--- src/rtl/mmd_pkg.sv ---
// Shared definitions for the multi-modulus divider: ratio width, legal
// ratio bounds and the FSM state encoding.
package mmd_pkg;

  localparam int RATIO_W       = 4;
  localparam int MIN_RATIO_DEF = 5;
  localparam int MAX_RATIO_DEF = 12;

  typedef enum logic {
    IDLE = 1'b0,
    RUN  = 1'b1
  } state_t;

endpackage

--- src/rtl/mmd_ratio_clamp.sv ---
// Forces a raw DSM ratio into [MIN_RATIO, MAX_RATIO] and flags when it had to.
module mmd_ratio_clamp
  import mmd_pkg::*;
#(
  parameter int MIN_RATIO = MIN_RATIO_DEF,
  parameter int MAX_RATIO = MAX_RATIO_DEF
) (
  input  logic [RATIO_W-1:0] ratio_in,
  output logic [RATIO_W-1:0] ratio_out,
  output logic               out_of_range
);

  // Saturate to the nearest legal bound; legal values pass straight through.
  always_comb begin
    ratio_out    = ratio_in;
    out_of_range = 1'b0;
    if (ratio_in < RATIO_W'(MIN_RATIO)) begin
      ratio_out    = RATIO_W'(MIN_RATIO);
      out_of_range = 1'b1;
    end else if (ratio_in > RATIO_W'(MAX_RATIO)) begin
      ratio_out    = RATIO_W'(MAX_RATIO);
      out_of_range = 1'b1;
    end
  end

endmodule

--- src/rtl/mmd_divider.sv ---
// Multi-modulus clock divider. Each divided period lasts exactly N clk
// cycles; a new N is taken from the DSM in the last cycle of every period,
// so periods follow each other with no gap while enable stays high.
module mmd_divider
  import mmd_pkg::*;
#(
  parameter int MIN_RATIO = MIN_RATIO_DEF,
  parameter int MAX_RATIO = MAX_RATIO_DEF,
  parameter int CNT_W     = 16
) (
  input  logic               clk,
  input  logic               rst_n,
  input  logic               enable,
  input  logic [RATIO_W-1:0] ratio_in,
  output logic               ratio_ack,
  output logic               div_pulse,
  output logic               div_clk,
  output logic [RATIO_W-1:0] cur_ratio,
  output logic               ratio_err,
  output logic [CNT_W-1:0]   period_cnt
);

  state_t             state_reg, state_next;
  logic [RATIO_W-1:0] cnt_reg, cnt_next;
  logic [RATIO_W-1:0] ratio_reg, ratio_next;
  logic               err_reg;
  logic               div_clk_reg, div_clk_next;
  logic               div_pulse_reg, div_pulse_next;
  logic [CNT_W-1:0]   period_cnt_reg;

  logic [RATIO_W-1:0] clamped_ratio;
  logic               clamp_hit;
  logic               last_cycle;
  logic               load;

  mmd_ratio_clamp #(
    .MIN_RATIO (MIN_RATIO),
    .MAX_RATIO (MAX_RATIO)
  ) u_clamp (
    .ratio_in     (ratio_in),
    .ratio_out    (clamped_ratio),
    .out_of_range (clamp_hit)
  );

  // Next-state decode; div_clk/div_pulse are precomputed for the next cycle
  // so they can leave the block straight from flops.
  always_comb begin
    state_next = state_reg;
    cnt_next   = cnt_reg;
    ratio_next = ratio_reg;
    last_cycle = (state_reg == RUN) && (cnt_reg == '0);
    load       = enable && ((state_reg == IDLE) || last_cycle);
    if (load) begin
      state_next = RUN;
      ratio_next = clamped_ratio;
      cnt_next   = clamped_ratio - RATIO_W'(1);
    end else if (last_cycle) begin
      // enable dropped at some point in this period: finish it, then stop
      state_next = IDLE;
    end else if (state_reg == RUN) begin
      cnt_next = cnt_reg - RATIO_W'(1);
    end
    // high while k < ceil(N/2), i.e. while cnt >= floor(N/2)
    div_clk_next   = (state_next == RUN) && (cnt_next >= (ratio_next >> 1));
    div_pulse_next = (state_next == RUN) && (cnt_next == '0);
  end

  // State, counters and registered outputs; reset aborts any period silently.
  always_ff @(posedge clk or negedge rst_n) begin
    if (!rst_n) begin
      state_reg      <= IDLE;
      cnt_reg        <= '0;
      ratio_reg      <= '0;
      err_reg        <= 1'b0;
      div_clk_reg    <= 1'b0;
      div_pulse_reg  <= 1'b0;
      period_cnt_reg <= '0;
    end else begin
      state_reg     <= state_next;
      cnt_reg       <= cnt_next;
      ratio_reg     <= ratio_next;
      div_clk_reg   <= div_clk_next;
      div_pulse_reg <= div_pulse_next;
      if (load && clamp_hit) begin
        err_reg <= 1'b1;
      end
      if (last_cycle) begin
        period_cnt_reg <= period_cnt_reg + CNT_W'(1);
      end
    end
  end

  // The ack is a same-cycle handshake, so it stays combinational; it is
  // gated by rst_n so that nothing is acknowledged while reset is held.
  assign ratio_ack  = load && rst_n;
  assign div_pulse  = div_pulse_reg;
  assign div_clk    = div_clk_reg;
  assign cur_ratio  = ratio_reg;
  assign ratio_err  = err_reg;
  assign period_cnt = period_cnt_reg;

endmodule

--- config.mk ---
export PLATFORM = sky130hd
export DESIGN_NAME = mmd_divider
export DESIGN_NICKNAME = d
export VERILOG_FILES = /design/src/rtl/mmd_pkg.sv /design/src/rtl/mmd_ratio_clamp.sv /design/src/rtl/mmd_divider.sv
export SDC_FILE = /design/constraint.sdc
export NUM_CORES = 1
export LEC_CHECK = 0
export CAP_MARGIN = 20
export CORE_ASPECT_RATIO = 2
export CORE_MARGIN = 4
export CORE_UTILIZATION = 49
export DETAILED_ROUTE_END_ITERATION = 8
export PLACE_DENSITY = 0.78
export SLEW_MARGIN = 10
export SYNTH_ARGS = -nofsm -noshare
export SYNTH_HDL_FRONTEND = slang
export SYNTH_SLANG_ARGS = --single-unit
--- constraint.sdc ---
create_clock -name clk -period 3.2 [get_ports clk]
set_input_delay 0.64 -clock clk [delete_from_list [all_inputs] [get_ports clk]]
set_output_delay 0.64 -clock clk [all_outputs]
set_load 0.05 [all_outputs]
==> run metrics, run 1 <==
Layout area overhead 29.4%; Util after Layout 0.664; slowest CP cell clkdlybuf4s50_1; Clock Latency Late Sink 0.28 ns; pin count of the biggest net entering global routing 29; setup TNS 0 ns; synth warn 0; setup repair bufs after CTS 0; Seq/Total Area, Yosys 0.499; Pre-Repair DR Iteration Count 3; DRC errors left 0; outcome finished, final reports clean; Max stage delay on crit path 0.54 ns; CP delay by family, top compound AO/OA/AOI/OAI gates; Die Width between 40 and 50 um; drt total wl 2820 um; post-layout net count between 150 and 200; Syn Area/Cell 11.0 um2; Fmax 358 MHz; Cell Area, Synth 0.00140 mm2; Placement Setup Slack approximately 0.074 ns; Arrival @ worst endpoint 2.96 ns; vias 1062; kind of critical path in -> reg; flip-flop count of the largest register after layout 16; Die Y 83.7 um; Post-synth ARST share 1.00; H-tree depth 1; Final setup viols 0; syn_nets 142; Leakage 0.821 nW; Crit Path Max Fanout 6; CTS tree yes; fin crit share 0.872; layout cells sized above 1 0.0920; average wire per standard cell roughly 15 um; Pwr Total 0.00164 W; Final Skew approximately 0.0057 ns; CP Cell Sequence clkdlybuf4s50_1, nand2_1, o21ai_0, ha_1, nand2_1, o21ai_0, mux2i_1, ha_1, a21o_1, a211oi_1, nor2_1; filler instances 211; CTS clk-pin slew, worst paths 0.09 ns; gp weighted congestion 0.846; Port Buffers 30; Cells after Synth 128; synth unique cells 33; Initial Util 0.513; final worst slack 0.408 ns; Worst Hold Class reg -> reg; initial antenna violation count 0; post-CTS sizing 0; maxcap violations 0; placed wire-length estimate around 2300 um; io pins 31; crit path time final 2.79 ns; P per Cell Area 900 mW/mm2; core footprint 0.00274 mm2; Req. time, crit path around 3.4 ns; final count of hold timing violations 0; worst hold slack 0.478 ns; synthesized flop and latch total 28; drt initial violations 27; Remaining Overflow, GRT 0; Startpoint Class input port; Die ar. 0.00384 mm2; worst-margin pin slew 0.509 ns; CTS Buf Count 3; Relative slew margins 0.659; first-pass GRT wire length 4910 um; Primary FF master, synth dfrtp_1; Pins Over Slew Limit 0; CP Buf/Inv Count 1; crit end category flip-flop; vias in the first global route 1117; EDFF count, synth 0; via/cell ratio 5.53; Inserted Diodes 0; Tot GR Track Use 0.168; clock root buffer clkbuf_8; antenna viol nets, final 0; unrepaired setup endpoints after global routing false; VDD IR max 0.613 mV; # rows 27; CTS sink count 28; Post-CTS Hold Buffers 0; Clock Path Buffers 2
==> cells in the final DEF, fill, tap and decap left out, types with 3 or more instances in the layout <==
cell type         n
nor2b_1           4
o21ai_0          10
dfrtp_1          28
nor2_1            5
nand4_1           6
clkdlybuf4s50_1  29
xor2_1            6
buf_4             3
clkbuf_8          4
ha_1              7
mux2i_1           4
nand2_1          10
and3_1            3
inv_1             8
xnor2_1          12
nand3_1           5
==> cells by family (layout without fill, tap and decap cells) <==
family | after synthesis | count (layout) | share of synthesized area
simple gates | 42 | 42 | 0.174
flops | 28 | 28 | 0.499
compound gates | 18 | 18 | 0.0865
xor+xnor | 18 | 18 | 0.112
buf+inv | 10 | 45 | 0.0294
fa+ha+maj | 7 | 7 | 0.0624
mux | 5 | 5 | 0.0365
==> worst register-to-register path, stage by stage, from the launching register on <==
cell and delay, ns:
dfrtp_1 0.43, inv_1 0.12, ha_1 0.20, nor3b_2 0.35
or2b_4 0.22, o21ai_0 0.07, a31o_2 0.26, inv_1 0.06
ha_1 0.22, nand2b_1 0.16, a21o_1 0.18, a211oi_1 0.22
nor2_1 0.06
==> synth_stat cells (3+ instances only) <==
cell type	number	area (um2)
dfrtp_1	28	701
and3_1	3	18.8
xor2_1	6	52.6
nor2_1	5	18.8
ha_1	7	87.6
xnor2_1	12	105
nand2_1	10	37.5
nor2b_1	4	25.0
inv_1	8	30.0
o21ai_0	10	50.1
mux2i_1	4	40.0
nand3_1	5	25.0
nand4_1	6	37.5
==> metal layers <==
layer / up-vias / wire length (um) / GRT usage
met5: - / 0 / 0
met4: 0 / 66 / 0.0751
met3: 7 / 144 / 0.0259
met2: 26 / 1610 / 0.295
met1: 516 / 996 / 0.184
li1: 513 / - / -
==> where the power goes <==
group | leakage, nW | internal [W] | switching [W]
registers | 0.358 | 0.000453 | 0.0000876
clock network | 0.0288 | 0.000110 | 0.000108
logic | 0.435 | 0.000355 | 0.000520
==> final timing paths <==
check / slack (ns) / startpoint / cells after the start / end
hold reg to reg: 0.48 / period_cnt[15] / 1 / period_cnt[15]
hold / removal: 0.48 / period_cnt[15] / 1 / period_cnt[15]
min in group asynchronous: 0.79 / rst_n / 2 / period_cnt[1]
setup reg to reg: 0.55 / cnt_reg[0] / 12 / div_clk
setup / recovery: 0.41 / ratio_in[2] / 11 / div_clk
max in group asynchronous: 2.16 / rst_n / 2 / period_cnt[15]
==> stage by stage <==
| stage | cells | instance area, um2 |
|---|---|---|
| finish | 192 | 1820 |
| global placement | 188 | 1760 |
| floorplan | 128 | 1400 |
| global route | 192 | 1820 |
| CTS | 192 | 1820 |
| detailed placement | 188 | 1760 |
==> area by class of cell <==
class / count / area (um2) / area share
Sequential cell: 28 / 701 / 0.386
Multi-Input combinational cell: 90 / 662 / 0.364
Inverter: 8 / 30.0 / 0.0165
Tap cell: 29 / 36.3 / 0.0200
Clock buffer: 4 / 55.1 / 0.0303
Timing Repair Buffer: 33 / 333 / 0.183
Note: power is estimated with default switching activity, not from simulation.
==> run 2, diff against run 1 <==
CORE_MARGIN = default   (was 4)
==> run metrics, run 2 (same netlist as run 1, synthesis figures left out) <==
outcome finished, final reports clean; Layout area overhead 31.1%; drt total wl 2760 um; Inserted Diodes 0; CP Buf/Inv Count 1; kind of critical path in -> reg; flip-flop count of the largest register after layout 16; Die Width 39.9 um; vias 1059; Reg2Reg Depth 12; antenna viol nets, final 0; Remaining Overflow, GRT 0; Post-Layout Cell Count 193; post-layout net count 179; RR Startpoint cnt_reg[0]; Crit Path Max Fanout 6; Port Buffers 30; CP Cell Sequence clkdlybuf4s50_1, nor2b_1, o21ai_0, ha_1, nand2_1, o21ai_0, mux2i_1, ha_1, a21o_1, a211oi_1, nor2_1; CP delay by family, top compound AO/OA/AOI/OAI gates; average wire per standard cell 14.3 um; layout cells sized above 1 0.0976; initial antenna violation count 0; Pins Over Slew Limit 0; slowest CP cell clkdlybuf4s50_1; Startpoint Class input port; Util after Layout 0.673; post-CTS sizing 0; Tot GR Track Use 0.215; Req. time, crit path roughly 3.4 ns; io pins 31; CTS Buf Count 3; vias in the first global route 1123; setup repair bufs after CTS 0; Storage cell area 701 um2; commonest non-fill, non-tap cell in the layout clkdlybuf4s50_1; worst-margin pin slew 0.513 ns; Reg-to-Reg End div_clk; maxcap violations 0; unrepaired setup endpoints after global routing false; Die Y 77.7 um; gp weighted congestion 0.787; placed wire-length estimate 2230 um; WP depth 11; # rows 27; Hold Path End period_cnt[15]; worst hold slack 0.468 ns; Final setup viols 0; Placed Cells incl. Taps about 190; Hold Crit Start period_cnt[15]; core footprint between 0.002 and 0.003 mm2; Min-Delay Path Depth 1; Fmax roughly 360 MHz; Post-CTS Hold Buffers 0; flop-to-flop setup slack 0.57 ns; pin count of the biggest net entering global routing 29; area of the multi-input gates around 660 um2; Arrival @ worst endpoint 2.92 ns; final count of hold timing violations 0; Pre-Repair DR Iteration Count 4; H-tree depth 1; Leakage 0.833 nW; first-pass GRT wire length 4710 um; DRC errors left 0; VDD IR max 0.600 mV; most frequent cells in the layout 29 x clkdlybuf4s50_1, 28 x dfrtp_1, 12 x xnor2_1; Die ar. roughly 0.0031 mm2; Relative slew margins 0.657; filler instances ~220; crit end category flip-flop; CTS tree yes; Final Skew 0.00201 ns; setup TNS 0 ns; CTS sink count 28; CTS clk-pin slew, worst paths approximately 0.090 ns; crit path time final 2.76 ns; clock root buffer clkbuf_8; Worst Hold Class reg -> reg; Clock Latency Late Sink 0.28 ns; P per Cell Area around 900 mW/mm2; via/cell ratio between 5 and 6; dpl cell area 0.00177 mm2; Initial Util 0.513; Clock Path Buffers 2; post-route design area 0.00184 mm2; Max stage delay on crit path ~0.50 ns; fin crit share 0.861; drt initial violations 4
run 2: cell count changes in the layout (fill, tap and decap cells not counted):
cell,previous run,this run
bufinv_16,0,1
buf_4,3,4
clkbuf_8,4,3
run 2: per-layer routing:
layer | up-vias | GRT usage | wire length [um]
li1 | 512 | - | -
met1 | 513 | 0.207 | 949
met2 | 27 | 0.398 | 1640
met3 | 7 | 0.0286 | 90
met4 | 0 | 0.103 | 85
met5 | - | 0 | 0
run 2: worst reg2reg max path, stage by stage (launching register included):
cell	delay, ns
dfrtp_1	0.41
inv_1	0.09
ha_1	0.23
nor3b_2	0.19
or2b_4	0.29
o21ai_0	0.17
a31o_2	0.19
inv_1	0.06
ha_1	0.28
nand2b_1	0.16
a21o_1	0.18
a211oi_1	0.22
nor2_1	0.06
run 2: worst max-delay path by stage:
stage	from	endpoint	slack, ns
floorplan	ratio_in[3]	div_clk	0.86
CTS	ratio_in[3]	div_clk	0.41
global route	ratio_in[3]	div_clk	0.26
detailed placement	ratio_in[3]	div_clk	0.13
finish	ratio_in[3]	div_clk	0.44
global placement	ratio_in[3]	div_clk	0.24
run 2: per-stage QoR:
step / setup slack [ns] / power [W]
after detailed placement: 0.130 / 0.00143
after global routing: 0.263 / 0.00181
after floorplan: 0.855 / 0.00114
after CTS: 0.412 / 0.00171
final: 0.444 / 0.00170
after global placement: 0.237 / 0.00140
run 2: area by class of cell:
cell class,count,share of cell area
flip-flops and latches,28,0.381
well taps,29,0.0197
multi-input cells,90,0.360
inverters,8,0.0163
clock inverters,1,0.0163
clock buffers,3,0.0224
repair buffers,34,0.185
run 2: power breakdown:
part / switching, W / internal, W
clock network: 0.000112 / 0.000168
registers: 0.0000914 / 0.000453
logic: 0.000519 / 0.000356
total: 0.000722 / 0.000977
